==> src/rtl/pipe_ctrl_pkg.sv <==
// Shared types and constants for the ID/EX hazard controller.
package pipe_ctrl_pkg;

    // Operand source select carried through ID/EX into the EX operand muxes.
    typedef enum logic [1:0] {
        FWD_REG = 2'b00,
        FWD_MEM = 2'b10,
        FWD_WB  = 2'b01
    } fwd_sel_e;

    // Sequencer states.
    typedef enum logic [1:0] {
        RUN      = 2'd0,
        LU_STALL = 2'd1,
        MC_BUSY  = 2'd2
    } hz_state_e;

    localparam logic [6:0] OPC_LOAD = 7'b0000011;
    localparam logic [4:0] X0       = 5'd0;

endpackage

==> src/rtl/id_ex_hazard_ctrl_if.sv <==
// Hazard-control bundle between the ID/EX pipeline and the hazard controller.
// master: pipeline side (supplies hazard inputs); slave: the controller.
interface id_ex_hazard_ctrl_if #(
    parameter int unsigned REG_AW = 5
);
    logic              id_valid;
    logic [REG_AW-1:0] id_rs1;
    logic [REG_AW-1:0] id_rs2;
    logic              id_use_rs1;
    logic              id_use_rs2;
    logic [REG_AW-1:0] ex_rd;
    logic              ex_mem_read;
    logic              ex_reg_write;
    logic [REG_AW-1:0] mem_rd;
    logic              mem_reg_write;
    logic              ex_mc_start;
    logic              branch_taken;

    logic              pc_write_en;
    logic              if_id_write_en;
    logic              if_id_flush;
    logic              id_ex_bubble;
    logic              id_ex_hold;
    logic              ex_mem_bubble;
    logic              stall_out;
    logic [1:0]        forwardA;
    logic [1:0]        forwardB;

    modport master (
        output id_valid, id_rs1, id_rs2, id_use_rs1, id_use_rs2,
        output ex_rd, ex_mem_read, ex_reg_write, mem_rd, mem_reg_write,
        output ex_mc_start, branch_taken,
        input  pc_write_en, if_id_write_en, if_id_flush, id_ex_bubble,
        input  id_ex_hold, ex_mem_bubble, stall_out, forwardA, forwardB
    );

    modport slave (
        input  id_valid, id_rs1, id_rs2, id_use_rs1, id_use_rs2,
        input  ex_rd, ex_mem_read, ex_reg_write, mem_rd, mem_reg_write,
        input  ex_mc_start, branch_taken,
        output pc_write_en, if_id_write_en, if_id_flush, id_ex_bubble,
        output id_ex_hold, ex_mem_bubble, stall_out, forwardA, forwardB
    );

endinterface

==> src/rtl/fwd_sel_unit.sv <==
// Combinational forwarding-select computation for the instruction in ID.
// EX-stage producer takes priority over the MEM-stage producer; x0 never forwards.
module fwd_sel_unit
    import pipe_ctrl_pkg::*;
#(
    parameter int unsigned REG_AW = 5
) (
    input  logic [REG_AW-1:0] id_rs1,
    input  logic [REG_AW-1:0] id_rs2,
    input  logic              id_use_rs1,
    input  logic              id_use_rs2,
    input  logic [REG_AW-1:0] ex_rd,
    input  logic              ex_reg_write,
    input  logic [REG_AW-1:0] mem_rd,
    input  logic              mem_reg_write,
    output fwd_sel_e          forward_a_c,
    output fwd_sel_e          forward_b_c
);

    // Select source for one operand.
    function automatic fwd_sel_e pick(input logic [REG_AW-1:0] rs, input logic use_rs);
        fwd_sel_e sel;
        sel = FWD_REG;
        if (ex_reg_write && (ex_rd != REG_AW'(X0)) && use_rs && (rs == ex_rd))
            sel = FWD_MEM;
        else if (mem_reg_write && (mem_rd != REG_AW'(X0)) && (rs == mem_rd))
            sel = FWD_WB;
        return sel;
    endfunction

    // Both operand selects.
    always_comb begin
        forward_a_c = pick(id_rs1, id_use_rs1);
        forward_b_c = pick(id_rs2, id_use_rs2);
    end

endmodule

==> src/rtl/id_ex_hazard_ctrl.sv <==
// ID/EX producer-side hazard controller: load-use stalls, multi-cycle EX
// occupancy, taken-branch flushes and forwarding selects.
// Optional build macro HAZARD_PERF_EN adds saturating event counters.
module id_ex_hazard_ctrl
    import pipe_ctrl_pkg::*;
#(
    parameter int unsigned MC_LAT = 4,
    parameter int unsigned REG_AW = 5
) (
    input  logic               clk,
    input  logic               rst,
    id_ex_hazard_ctrl_if.slave hz
`ifdef HAZARD_PERF_EN
    ,
    output logic [31:0]        perf_lu_cnt,
    output logic [31:0]        perf_mc_cnt,
    output logic [31:0]        perf_flush_cnt
`endif
);

    localparam int unsigned CNT_W = $clog2(MC_LAT) + 1;

    hz_state_e        state, state_nxt;
    logic [CNT_W-1:0] mc_cnt, mc_cnt_nxt;
    logic             lu_c;
    fwd_sel_e         fwd_a_c, fwd_b_c;

    fwd_sel_unit #(.REG_AW(REG_AW)) u_fwd (
        .id_rs1        (hz.id_rs1),
        .id_rs2        (hz.id_rs2),
        .id_use_rs1    (hz.id_use_rs1),
        .id_use_rs2    (hz.id_use_rs2),
        .ex_rd         (hz.ex_rd),
        .ex_reg_write  (hz.ex_reg_write),
        .mem_rd        (hz.mem_rd),
        .mem_reg_write (hz.mem_reg_write),
        .forward_a_c   (fwd_a_c),
        .forward_b_c   (fwd_b_c)
    );

    // Load in EX feeding a source actually read by the instruction in ID.
    always_comb begin
        lu_c = hz.id_valid && hz.ex_mem_read && (hz.ex_rd != '0) &&
               ((hz.id_use_rs1 && (hz.id_rs1 == hz.ex_rd)) ||
                (hz.id_use_rs2 && (hz.id_rs2 == hz.ex_rd)));
    end

    // State and multi-cycle counter register.
    always_ff @(posedge clk or posedge rst) begin
        if (rst) begin
            state  <= RUN;
            mc_cnt <= '0;
        end else begin
            state  <= state_nxt;
            mc_cnt <= mc_cnt_nxt;
        end
    end

    // Next state: branch flush overrides everything, mc start overrides load-use.
    always_comb begin
        state_nxt  = state;
        mc_cnt_nxt = mc_cnt;
        if (hz.branch_taken) begin
            state_nxt  = RUN;
            mc_cnt_nxt = '0;
        end else begin
            case (state)
                RUN: begin
                    if (hz.ex_mc_start) begin
                        state_nxt  = MC_BUSY;
                        mc_cnt_nxt = CNT_W'(MC_LAT - 1);
                    end else if (lu_c) begin
                        state_nxt = LU_STALL;
                    end
                end
                LU_STALL: begin
                    if (hz.ex_mc_start) begin
                        state_nxt  = MC_BUSY;
                        mc_cnt_nxt = CNT_W'(MC_LAT - 1);
                    end else begin
                        state_nxt = RUN;
                    end
                end
                MC_BUSY: begin
                    if (mc_cnt <= CNT_W'(1)) begin
                        state_nxt  = RUN;
                        mc_cnt_nxt = '0;
                    end else begin
                        mc_cnt_nxt = mc_cnt - CNT_W'(1);
                    end
                end
                default: begin
                    state_nxt  = RUN;
                    mc_cnt_nxt = '0;
                end
            endcase
        end
    end

    // Same-cycle pipeline control decode; reset forces the free-running defaults.
    always_comb begin
        hz.pc_write_en    = 1'b1;
        hz.if_id_write_en = 1'b1;
        hz.if_id_flush    = 1'b0;
        hz.id_ex_bubble   = 1'b0;
        hz.id_ex_hold     = 1'b0;
        hz.ex_mem_bubble  = 1'b0;
        hz.stall_out      = 1'b0;
        hz.forwardA       = 2'(fwd_a_c);
        hz.forwardB       = 2'(fwd_b_c);
        if (rst) begin
            hz.forwardA = 2'(FWD_REG);
            hz.forwardB = 2'(FWD_REG);
        end else if (hz.branch_taken) begin
            hz.if_id_flush  = 1'b1;
            hz.id_ex_bubble = 1'b1;
        end else if (state == MC_BUSY) begin
            hz.pc_write_en    = 1'b0;
            hz.if_id_write_en = 1'b0;
            hz.id_ex_hold     = 1'b1;
            hz.ex_mem_bubble  = 1'b1;
            hz.stall_out      = 1'b1;
        end else if ((state == RUN) && lu_c) begin
            hz.pc_write_en    = 1'b0;
            hz.if_id_write_en = 1'b0;
            hz.id_ex_bubble   = 1'b1;
            hz.stall_out      = 1'b1;
        end
    end

`ifdef HAZARD_PERF_EN
    logic lu_evt_c, mc_evt_c;

    // Event qualifiers for the performance counters.
    always_comb begin
        lu_evt_c = !hz.branch_taken && (state == RUN) && lu_c;
        mc_evt_c = (state == MC_BUSY);
    end

    // Saturating event counters.
    always_ff @(posedge clk or posedge rst) begin
        if (rst) begin
            perf_lu_cnt    <= '0;
            perf_mc_cnt    <= '0;
            perf_flush_cnt <= '0;
        end else begin
            if (lu_evt_c && (perf_lu_cnt != '1))
                perf_lu_cnt <= perf_lu_cnt + 32'd1;
            if (mc_evt_c && (perf_mc_cnt != '1))
                perf_mc_cnt <= perf_mc_cnt + 32'd1;
            if (hz.branch_taken && (perf_flush_cnt != '1))
                perf_flush_cnt <= perf_flush_cnt + 32'd1;
        end
    end
`endif

endmodule

==> src/flat_wrapper.sv <==
// flat-port wrapper written by rule: the top's interface ports become plain ports
module id_ex_hazard_ctrl_flat import pipe_ctrl_pkg::*;
#(
    parameter int unsigned MC_LAT = 4,
    parameter int unsigned REG_AW = 5
)
  (clk, rst, hz_id_valid, hz_id_rs1, hz_id_rs2, hz_id_use_rs1, hz_id_use_rs2, hz_ex_rd, hz_ex_mem_read, hz_ex_reg_write, hz_mem_rd, hz_mem_reg_write, hz_ex_mc_start, hz_branch_taken, hz_pc_write_en, hz_if_id_write_en, hz_if_id_flush, hz_id_ex_bubble, hz_id_ex_hold, hz_ex_mem_bubble, hz_stall_out, hz_forwardA, hz_forwardB);
  id_ex_hazard_ctrl_if #(.REG_AW(REG_AW)) hz_i ();
  input  logic clk;
  input  logic rst;
  input wire logic [$bits(hz_i.id_valid)-1:0] hz_id_valid;
  input wire logic [$bits(hz_i.id_rs1)-1:0] hz_id_rs1;
  input wire logic [$bits(hz_i.id_rs2)-1:0] hz_id_rs2;
  input wire logic [$bits(hz_i.id_use_rs1)-1:0] hz_id_use_rs1;
  input wire logic [$bits(hz_i.id_use_rs2)-1:0] hz_id_use_rs2;
  input wire logic [$bits(hz_i.ex_rd)-1:0] hz_ex_rd;
  input wire logic [$bits(hz_i.ex_mem_read)-1:0] hz_ex_mem_read;
  input wire logic [$bits(hz_i.ex_reg_write)-1:0] hz_ex_reg_write;
  input wire logic [$bits(hz_i.mem_rd)-1:0] hz_mem_rd;
  input wire logic [$bits(hz_i.mem_reg_write)-1:0] hz_mem_reg_write;
  input wire logic [$bits(hz_i.ex_mc_start)-1:0] hz_ex_mc_start;
  input wire logic [$bits(hz_i.branch_taken)-1:0] hz_branch_taken;
  output wire logic [$bits(hz_i.pc_write_en)-1:0] hz_pc_write_en;
  output wire logic [$bits(hz_i.if_id_write_en)-1:0] hz_if_id_write_en;
  output wire logic [$bits(hz_i.if_id_flush)-1:0] hz_if_id_flush;
  output wire logic [$bits(hz_i.id_ex_bubble)-1:0] hz_id_ex_bubble;
  output wire logic [$bits(hz_i.id_ex_hold)-1:0] hz_id_ex_hold;
  output wire logic [$bits(hz_i.ex_mem_bubble)-1:0] hz_ex_mem_bubble;
  output wire logic [$bits(hz_i.stall_out)-1:0] hz_stall_out;
  output wire logic [$bits(hz_i.forwardA)-1:0] hz_forwardA;
  output wire logic [$bits(hz_i.forwardB)-1:0] hz_forwardB;
  assign hz_i.id_valid = hz_id_valid;
  assign hz_i.id_rs1 = hz_id_rs1;
  assign hz_i.id_rs2 = hz_id_rs2;
  assign hz_i.id_use_rs1 = hz_id_use_rs1;
  assign hz_i.id_use_rs2 = hz_id_use_rs2;
  assign hz_i.ex_rd = hz_ex_rd;
  assign hz_i.ex_mem_read = hz_ex_mem_read;
  assign hz_i.ex_reg_write = hz_ex_reg_write;
  assign hz_i.mem_rd = hz_mem_rd;
  assign hz_i.mem_reg_write = hz_mem_reg_write;
  assign hz_i.ex_mc_start = hz_ex_mc_start;
  assign hz_i.branch_taken = hz_branch_taken;
  assign hz_pc_write_en = hz_i.pc_write_en;
  assign hz_if_id_write_en = hz_i.if_id_write_en;
  assign hz_if_id_flush = hz_i.if_id_flush;
  assign hz_id_ex_bubble = hz_i.id_ex_bubble;
  assign hz_id_ex_hold = hz_i.id_ex_hold;
  assign hz_ex_mem_bubble = hz_i.ex_mem_bubble;
  assign hz_stall_out = hz_i.stall_out;
  assign hz_forwardA = hz_i.forwardA;
  assign hz_forwardB = hz_i.forwardB;
  id_ex_hazard_ctrl #(.MC_LAT(MC_LAT), .REG_AW(REG_AW)) u_core (.clk(clk), .rst(rst), .hz(hz_i));
endmodule
==> config.mk <==
export PLATFORM = sky130hd
export DESIGN_NAME = id_ex_hazard_ctrl_flat
export DESIGN_NICKNAME = d
export VERILOG_FILES = /design/src/rtl/pipe_ctrl_pkg.sv /design/src/rtl/id_ex_hazard_ctrl_if.sv /design/src/rtl/fwd_sel_unit.sv /design/src/rtl/id_ex_hazard_ctrl.sv /design/src/flat_wrapper.sv
export SDC_FILE = /design/constraint.sdc
export NUM_CORES = 1
export LEC_CHECK = 0
export CAP_MARGIN = 10
export CORE_MARGIN = 2
export CORE_UTILIZATION = 37
export DETAILED_ROUTE_END_ITERATION = 10
export PLACE_DENSITY_LB_ADDON = 0.15
export SLEW_MARGIN = 20
export SYNTH_ARGS = -nofsm -noshare
export SYNTH_HDL_FRONTEND = slang
export SYNTH_SLANG_ARGS = --single-unit
==> constraint.sdc <==
create_clock -name clk -period 1.95 [get_ports clk]
set_clock_uncertainty 0.15 [all_clocks]
set_input_delay 0.195 -clock clk [delete_from_list [all_inputs] [get_ports clk]]
set_output_delay 0.195 -clock clk [all_outputs]
set_load 0.02 [all_outputs]
### After elaboration in Yosys (flattened, before gate mapping)

Index checks and enable logic that the tools add are counted.

* register bits: 5
* input port bits: 30
* output and inout bits: 11
* logic and storage cells: 65

* $add $sub $neg: 1
* magnitude comparators: 1
* equal/unequal tests: 9
* mux-type cells: 32
* reduce and logical (&&, ||, !) cells: 20

Operators by type and width (count)
* equality test 5 bit: 4
* two-way mux 1 bit: 18
* two-way mux 2 bit: 9
* logical AND 1 bit: 14
* nonzero test 5 bit: 2
* two-way mux 3 bit: 3
* one-hot mux 2 bit (3 select lines): 1
* one-hot mux 3 bit (2 select lines): 1
* inequality test 4 x 3 -> 1 bit (second input constant): 1
* less-or-equal comparator 3 x 1 -> 1 bit (second input constant): 1
* inequality test 3 x 1 -> 1 bit (second input constant): 1
* inequality test 3 x 2 -> 1 bit (second input constant): 1
* subtractor 3 x 1 -> 3 bit (second input constant): 1
* equality test 2 x 1 -> 1 bit (second input constant): 1
* equality test 2 bit (second input constant): 1
* logical NOT 2 bit: 1
* AND reduction 2 bit: 1
* OR reduction 2 bit: 1
* logical OR 1 bit: 1

### Logic depth before layout (Yosys ltp)

Gate-level depths: netlist (run 1).

* depth in word-level cells: 9
* mapped depth: 6
* gate-level depth less buffers: 6

### Hierarchy

A second synthesis (run 1) with hierarchy kept.

* cell total of the unflattened synthesis: 99
* area, all modules: 798.3 µm²

By module, submodules not included
* id_ex_hazard_ctrl: instances 1, cells each 63, area an instance 510.5 µm²
* fwd_sel_unit: instances 1, cells each 36, area an instance 287.8 µm²

### Worst setup path after synthesis (run 1)

No wires, ideal clock.

* kind: input -> output
* start point: input port hz_ex_rd[1]
* end point: output port hz_pc_write_en
* arrival time: 1.647 ns
* data required time: 1.605 ns
* path slack: -0.042 ns
* cell stages on the path: 5
* path buffers: 1
* path through: or4_1 -> o211ai_2 -> nor4_1 -> a21oi_1 -> buf_4

* word-level cells in the longest chain between the ends: 9
* elaborated cells between the ends (all ways): 13
* those cells by class: eq/ne: 2; mux: 4; reduce/logical: 7

RTL lines
* from (decl): line flat_wrapper.sv:16 `input wire logic [$bits(hz_i.ex_rd)-1:0] hz_ex_rd;`
* equality test 5 bit, on equally long branches: line id_ex_hazard_ctrl.sv:44, id_ex_hazard_ctrl.sv:45
* logical AND 1 bit, on equally long branches: line id_ex_hazard_ctrl.sv:44, id_ex_hazard_ctrl.sv:45
* logical OR 1 bit: line id_ex_hazard_ctrl.sv:44 `((hz.id_use_rs1 && (hz.id_rs1 == hz.ex_rd)) ||`
* logical AND 1 bit *: line id_ex_hazard_ctrl.sv:43 `lu_c = hz.id_valid && hz.ex_mem_read && (hz.ex_rd != '0) &&`
* logical AND 1 bit *: line id_ex_hazard_ctrl.sv:123 `end else if ((state == RUN) && lu_c) begin`
* two-way mux 1 bit * (4 in a row)
* to (decl): line flat_wrapper.sv:23 `output wire logic [$bits(hz_i.pc_write_en)-1:0] hz_pc_write_en;`

Mark *: on every way between the ends. The rest lies on a longest branch, timed or not.

### Worst setup path after layout (run 1)

* start point: input port hz_id_rs2[0]
* end point: output port hz_id_ex_bubble

* word-level cells in the longest chain between the ends: 9

RTL lines
* from (decl): line flat_wrapper.sv:13 `input wire logic [$bits(hz_i.id_rs2)-1:0] hz_id_rs2;`
* equality test 5 bit: line id_ex_hazard_ctrl.sv:45 `(hz.id_use_rs2 && (hz.id_rs2 == hz.ex_rd)));`
* logical AND 1 bit: line id_ex_hazard_ctrl.sv:45
* logical OR 1 bit: line id_ex_hazard_ctrl.sv:44
* logical AND 1 bit: line id_ex_hazard_ctrl.sv:43
* logical AND 1 bit: line id_ex_hazard_ctrl.sv:123
* two-way mux 1 bit: line id_ex_hazard_ctrl.sv:123
* two-way mux 1 bit: line id_ex_hazard_ctrl.sv:117 `end else if (state == MC_BUSY) begin`
* two-way mux 1 bit: line id_ex_hazard_ctrl.sv:114 `end else if (hz.branch_taken) begin`
* two-way mux 1 bit: line id_ex_hazard_ctrl.sv:111 `if (rst) begin`
* to (decl): line flat_wrapper.sv:26 `output wire logic [$bits(hz_i.id_ex_bubble)-1:0] hz_id_ex_bubble;`

No other way between the ends.

==> results of run 1 <==
## cells in the final DEF, fill, tap and decap left out, drive strengths merged, types with 2 or more instances in the layout
master and n:
nor4b 2, o211a 2, o21ai 3, buf 42
clkbuf 15, a21o 2, xnor2 8, inv 4
ha 2, dlygate4sd2 7, nor3 6, dfrtp 5
nand3b 2, nand2 3, clkdlybuf4s50 11, nand3 2
clkdlybuf4s15 2, xor2 12, or4 3, a21oi 3
nor2 4, o211ai 2, nor4 2
## per-stage QoR
stage,setup TNS (ns),cells
3_3_place_gp,-5.916,170
6_report,0,182
2_1_floorplan,0,82
5_1_grt,-0.008592,182
4_1_cts,-0.2849,178
3_5_place_dp,-6.121,170
## layer usage
| layer | up-vias | GRT usage |
|---|---|---|
| li1 | 448 | - |
| met1 | 443 | 0.2991 |
| met2 | 35 | 0.4438 |
| met4 | 0 | 0.06111 |
| met5 | - | 0 |
| met3 | 6 | 0.08077 |
## state kept, by name, indices dropped and copies added (netlist names)
name / count
u_core.state: 2
u_core.mc_cnt: 3
## power breakdown
group	switching, W	internal [W]
Sequential	0.00000521	0.000111
Combinational	0.000124	0.000150
Clock	0.0000554	0.0000782
## repair_timing
action	CTS	global route
pin swaps	9	8
setup buffers	4	4
setup endpoints to repair	11	11
gates resized for setup	69	37
## final timing paths
check | startpoint | end | slack, ns
min reg2reg | u_core.mc_cnt[1]$_DFFE_PP0P_ | u_core.mc_cnt[1]$_DFFE_PP0P_ | 0.44
max reg2reg | u_core.mc_cnt[1]$_DFFE_PP0P_ | u_core.mc_cnt[2]$_DFFE_PP0P_ | 0.16
min | rst | u_core.mc_cnt[2]$_DFFE_PP0P_ | 0.35
min in group clk | u_core.mc_cnt[1]$_DFFE_PP0P_ | u_core.mc_cnt[1]$_DFFE_PP0P_ | 0.44
max in group asynchronous | rst | u_core.mc_cnt[1]$_DFFE_PP0P_ | 1.18
max | hz_id_rs2[0] | hz_id_ex_bubble | 0.03
## cell families (layout without fill, tap and decap cells)
group                      after synthesis  count (layout)
DFF                                      5               5
buffers and inverters                    7              82
AOI/OAI and AO/OA                       18              18
and+or+nand+nor                         30              30
adders and majority gates                2               2
xor gates and xnor gates                20              20
## layout make-up
cell class	count	area [um2]
timing repair buffer	74	574.3
inverter	4	15.01
fill	113	307.8
multi-input combinational	70	646.9
clock buffer	4	26.28
tap	25	31.28
sequential	5	125.1
## worst register-to-register path, cell delays in order (launching register included)
cell and delay [ns]:
dfrtp_1 0.36, inv_1 0.07, ha_1 0.17, o21ba_2 0.23, o211ai_1 0.12, or3b_2 0.48
a21oi_1 0.15
==> results, run 1 <==
- The run finished with clean final reports.
- Clock tree synthesis inserted a total of 3 buffers.
- For this block, wires on met1 add up to roughly 1.1 mm.
- The area growth from synthesis to layout is 109.6%.
- For this run, the leading register cell type out of synthesis is dfrtp_1.
- The site row count is 15.
- The core utilization of the finished layout is 0.8217.
- The number of flip-flops and latches in the synthesized netlist is 5.
- After detailed routing, no signal wire sits above met4.
- The worst-case setup slack after placement is -0.7709 ns.
- Of the post-synthesis cell area, the part taken by muxes is 0.
- The worst path meets setup with 0.03456 ns of slack.
- For this run, design rule violations remaining after detail routing come to 0.
- The post-synthesis cell area is between 600 and 700 um2.
- The category of the worst setup path launch point is an input pin.
- The largest total area in the synthesized netlist belongs to dfrtp_1.
- Dividing the final minimum period by the clock period gives 0.9823.
- The cell family with the largest share of critical-path delay is simple AND/OR/NAND/NOR gates.
- CTS built an H-tree with a depth of 1.
- The met2 wire length is roughly 1.5 mm.
- The post-synthesis instance total is 82.
- The cell count along the critical path is 6.
- The number of nets handed over by synthesis was about 110.
- The final weighted congestion in routability-driven placement is ~0.76.
- The overall routed net length is ~2.7 mm.
- The number of max-cap violations is 0.
- The slowest stage of the critical path belongs to the cell or4_4.
- The repair_antennas step left the layout with diodes totalling 0.
- The final hold violation count is 0.
- The cell at the root of the clock tree is clkbuf_4.
- The initial antenna violation count is 0.
- The highest net fanout along the worst path is 3.
- Dividing the detail-routed wire length by the instance count gives about 15 um.
- The area inside the core boundary is around 1700 um2.
- The via-per-instance ratio is between 5 and 6.
- The count of buffers added on input and output ports is 40.
- The areal power density over the cells is 368.7 nW/um2.
- The worst reg2reg path depth is 6.
- Counting flops with a built-in enable in the synthesized netlist gives 0.
- The time the worst path needs with I/O delays and setup is around 1.9 ns.
- The initial utilization of the core area, before any placement, comes to 0.3920.
- The share of synthesized flip-flops with an asynchronous set or reset is 1.000.
- The number of global-route vias before repair is ~920.
- The combined buffer and inverter count along the critical path is 2.
- The most common cell in the netlist is xor2_1.
- The area fraction in compound gates after synthesis is 0.2089.
- The net count of the finished layout is 190.
- A synthesized cell averages around 8.3 um2.
- For this block, the initial DRC count from the detailed router was 9.
- The pre-antenna-repair detailed-routing pass consisted of 4 iterations.
- The die is around 47 um wide.
- IR analysis of the VDD net gives a maximum drop of between 0.0004 and 0.0005 V.
- Traced cell by cell, the critical path runs through clkdlybuf4s15_1 > xor2_1 > or4_4 > o22ai_4 > a21o_1 > buf_6.
- The share of synthesized area in the top cell type comes to 0.1848.
- The Yosys warning count is 0.
- Ranked by total cell area, the synthesized netlist is headed by dfrtp_1 (18%), xor2_1 (16%), xnor2_1 (10%).
- The vertical die dimension is around 47 um.
- Summing all placed instances gives a cell area of ~1300 um2.
- The maximum buffer depth of the clock tree is 2.
- In this run the worst hold path is classified as in -> async.
- After routing the design area is 1419 um2.
- The clock-pin transition on the worst setup and hold timing paths is around 0.050 ns.
- The area of the die is around 2200 um2.
- Entering global routing, the biggest net connects 8 pins.
- Pin placement for this block handled 41 I/O pins.
- The total power of the final layout is 0.0005231 W.
- The number of clock sinks is 5.
- The transition time at the pin with the least slew margin is 0.2750 ns.
- The HPWL after detailed placement is between 1.5 and 2 mm.
- The first global-routing pass estimated just under 4 mm of wire.
- The number of slew-limit violations in the final report is 0.
- The count of nets left with antenna violations once routing finished came out at 0.
- The latest clock arrival within the worst-skew pair is between 0.2 and 0.3 ns.
- The delay of the slowest cell on the worst path is approximately 0.55 ns.
- The element type at the critical path end is a primary output.
- For this run, the register share of the synthesized area comes to 0.1848.
- The met3 layer wire length in the routed design is around 130 um.
- Sorting the synthesized cells by how often they occur yields xor2_1 (12), xnor2_1 (8), nor3_1 (6), dfrtp_1 (5).
- Across all hold checks on the routed design, the worst slack comes to between 0.3 and 0.4 ns.
- The dominant combinational cell family by area after synthesis is simple AND/OR/NAND/NOR gates.
- The number of distinct standard cells referenced by the synthesized netlist is 34.
- The post-synthesis xor/xnor area fraction is 0.2588.
- The fraction of layout instances using a drive strength above 1 is 0.4904.
- Of the total synthesized cell area, the portion taken by AND, OR, NAND and NOR gates is 0.2588.
- For this design the static power due to leakage is about 0.67 nW.
- The total via count after detailed routing is approximately 930.
- The number of endpoints failing setup at the final stage is 0.
- The critical path class is in -> out.
- For this run the aggregate overflow at the end of global routing stands at 0.
- The adder and majority cell fraction of the synthesized area is 0.03697.
- Measured against its own limit, the worst slew margin works out to 0.8155.
- After clock tree synthesis, the flow added hold-fix buffers numbering 0.
- The global-route usage over all layers is 0.2529.
- STA puts the critical path data arrival time at between 1.5 and 2 ns.
- Data on the critical path is required at its endpoint by ~1.6 ns.
- The CTS tree is built.
- Derived from the worst setup path, the maximum achievable clock frequency is 522.1 MHz.
Power figures use the tool's default switching activity.
==> inputs of run 2 (changes only) <==
--- a/config.mk
+++ b/config.mk
@@ -10,6 +10,7 @@
 export CORE_UTILIZATION = 37
 export DETAILED_ROUTE_END_ITERATION = 10
 export PLACE_DENSITY_LB_ADDON = 0.15
+export REMOVE_ABC_BUFFERS = 1
 export SLEW_MARGIN = 20
 export SYNTH_ARGS = -nofsm -noshare
 export SYNTH_HDL_FRONTEND = slang
==> run 2 against run 1 <==
Against the previous run:
- hold slack worse by 0.061 ns
- core utilization down 1.8 points
- critical path depth up 1
- highest routed layer unchanged
- critical endpoint is now hz_stall_out
- count of clock-buffer cells in the layout unchanged
- non-clock buffer count down 4
- maximum frequency up 0.12%
==> results, run 2 (same netlist as run 1, synthesis figures left out) <==
- The flow ran to the end, and the final reports show no timing, DRC or antenna violations.
- The worst-case setup slack after placement was -0.8169 ns (-0.04593 ns).
- The number of slew-limit violations in the final report is 0 (unchanged).
- The time the worst path needs with I/O delays and setup came to 1.913 ns (-0.002287 ns).
- The critical path class is in -> out.
- The post-cts hold buffer count came to 0 (unchanged).
- The average wire length per cell after detail routing is 14.39 um (-4.4%).
- The met2 routing resource usage after global routing is 0.4849 (+0.04110).
- The placed instance count was 170 (unchanged).
- The maximum number of pins on one net before global-route repair is 8 (unchanged).
- The fraction of power consumed by the clock network is 0.239 (-0.016).
- The area inside the core boundary came to 1727 um2 (unchanged).
- The DRC violations left is 0 (unchanged).
- The number of max-cap violations is 0 (unchanged).
- The H-tree depth reported by CTS came to 1 (unchanged).
- The largest vdd supply drop is 0.0003674 V (-8.7%).
- Compared with the post-synthesis result, the final layout area differs by 105.0%.
- The number of endpoints failing setup at the final stage is 0 (unchanged).
- The total via count after detailed routing is 895 (-4.0%).
- The largest registers in the layout are u_core.mc_cnt x3, u_core.state x2.
- The number of clock sinks is 5 (unchanged).
- The transition time at the pin with the least slew margin came to 0.3210 ns (+0.04596 ns).
- The site row count is 15 (unchanged).
- The relative slew slack is 0.7842 (-0.03132).
- The met3 usage in global routing came to 0.07308 (-0.007692).
- The cell at the root of the clock tree is clkbuf_4.
- Leaving out fill and tap cells, the most frequent cell in the layout is buf_4.
- The internal power of the cells came to 0.0003308 W (-2.4%).
- The fraction of layout instances using a drive strength above 1 is 0.4510 (-0.03947).
- The maximum operating frequency is 522.7 MHz (+0.12%).
- The via-per-instance ratio is 5.028 (-1.8%).
- The CTS tree is built.
- The final weighted congestion in routability-driven placement is 0.8159 (+7.3%).
- The share of total power in sequential cells is 0.238 (+0.016).
- The highest net fanout along the worst path is 3 (unchanged).
- The critical path arrival is 1.57 ns (about the same).
- The vertical die dimension is 46.77 um (unchanged).
- The standby leakage power is 0.6557 nW (-1.5%).
- The critical path required time is 1.60 ns (about the same).
- The switching part of the total power was 0.3331 (-0.01914).
- Setup repair after global routing could not meet its margin everywhere.
- The final cell count without fillers is 178 (-2.2%).
- The global-route usage over all layers is 0.2541 (+0.001172).
- The iteration-0 DRC count of the detailed router came to 11 (+2).
- The first-pass iteration count of the detailed router is 4 (unchanged).
- The number of flip-flops under the largest register name is 3 (unchanged).
- The count of pins on the block boundary is 41 (unchanged).
- The global-route wire length before repair came to 3.884 mm (+0.88%).
- The worst setup path is launched from an input pin.
- The post-place instance area was 1284 um2 (-0.29%).
- The width of the die is 46.77 um (unchanged).
- The final layout net count came to 186 (-2.1%).
- The global route total overflow is 0 (unchanged).
- The HPWL after detailed placement is 1.977 mm (+2.6%).
- In the layout the commonest cells are buf_4 (32), clkdlybuf4s50_1 (11), xor2_1 (9).
- The summed area of non-filler cells in the final layout came to 1388 um2 (-2.2%).
- The register with the most flip-flops is u_core.mc_cnt.
- The clock-pin transition on the worst setup and hold timing paths came to 0.04 ns (about the same).
- The met1 usage in global routing is 0.2837 (-0.01534).
- The post-route fraction of the period consumed by the critical path was 0.9811 (-0.001173).
- The latest clock arrival within the worst-skew pair is 0.24 ns (-0.03 ns).
- The final hold slack is 0.2892 ns (-0.06082 ns).
- The worst setup path is captured at a primary output.
- The total clock buffers created by CTS came to 3 (unchanged).
- The number of global-route vias before repair came to 901 (-2.2%).
- The count of buffers from port buffering is 40 (unchanged).
- The classification of the worst-slack hold path is in -> async.
- The antenna diode count came to 0 (unchanged).
- The overall routed net length is 2.562 mm (-6.5%).
- The final hold violation count is 0 (unchanged).
- The worst path setup slack after routing is 0.03685 ns (+0.002287 ns).
- The reported net switching power was 0.0001652 W (-10%).
- The area of the die is 2187 um2 (unchanged).
- The initial core utilization is 0.3920 (unchanged).
- The remaining antenna violation count is 0 (unchanged).
- The global routing stage identified its most utilized layer as met2.
- The share of power burned in combinational logic came to 0.524 (+0.002).
- The maximum buffer depth of the clock tree is 2 (unchanged).
- The initial antenna violation count is 0 (unchanged).
- The areal power density over the cells is 357.5 nW/um2 (-3.0%).
run 2: power by group through the flow:
stage	logic [W]	registers, W	clock network (W)
finish	0.000260	0.000118	0.000118
global placement	0.000236	0.000118	0
floorplan	0.0000944	0.000119	0
CTS	0.000251	0.000118	0.000124
global route	0.000278	0.000119	0.000134
detailed placement	0.000244	0.000119	0
run 2: metrics by stage:
stage | TNS, ns | total power [W] | util
2_1_floorplan | -0.1105 | 0.0002135 | -
3_3_place_gp | -5.874 | 0.0003547 | 0.7435
4_1_cts | 0 | 0.0004918 | 0.7913
3_5_place_dp | -6.360 | 0.0003630 | 0.7435
6_report | 0 | 0.0004960 | 0.8036
5_1_grt | -0.007131 | 0.0005315 | 0.8036
run 2: metal layers:
layer  vias to the layer above  routed length (um)
met4                         0                  33
met1                       409                1071
met5                         -                   0
met2                        46                1310
li1                        436                   -
met3                         4                 147
run 2: worst max-delay path, stage by stage:
cell and delay (ns):
buf_6 0.10, buf_6 0.10, xor2_1 0.16, or4_4 0.53, o22ai_4 0.20, a21o_1 0.14, buf_4 0.13
run 2: final timing paths:
kind	startpoint	cells after the start	slack, ns	endpoint
setup reg to reg	u_core.mc_cnt[0]$_DFFE_PP0P_	5	0.09	u_core.mc_cnt[2]$_DFFE_PP0P_
hold reg to reg	u_core.mc_cnt[2]$_DFFE_PP0P_	2	0.46	u_core.mc_cnt[2]$_DFFE_PP0P_
min in group clk	hz_ex_rd[1]	4	0.38	u_core.state[0]$_DFFE_PP0P_
hold / removal	rst	3	0.29	u_core.state[1]$_DFFE_PP0P_
setup / recovery	hz_ex_rd[1]	7	0.04	hz_stall_out
max in group asynchronous	rst	3	1.25	u_core.mc_cnt[1]$_DFFE_PP0P_
run 2: repair_timing:
item                                    CTS  global route
endpoints found under the setup margin   10            13
gates resized for setup                  83            22
buffers inserted                          5             0
pin swaps                                14            10
run 2: cell type report:
| type | count | area [um2] |
|---|---|---|
| inverter | 4 | 15.01 |
| timing repair buffer | 70 | 578.1 |
| sequential | 5 | 125.1 |
| multi-input combinational | 70 | 611.8 |
| tap | 25 | 31.28 |
| fill | 123 | 339.1 |
| clock buffer | 4 | 26.28 |
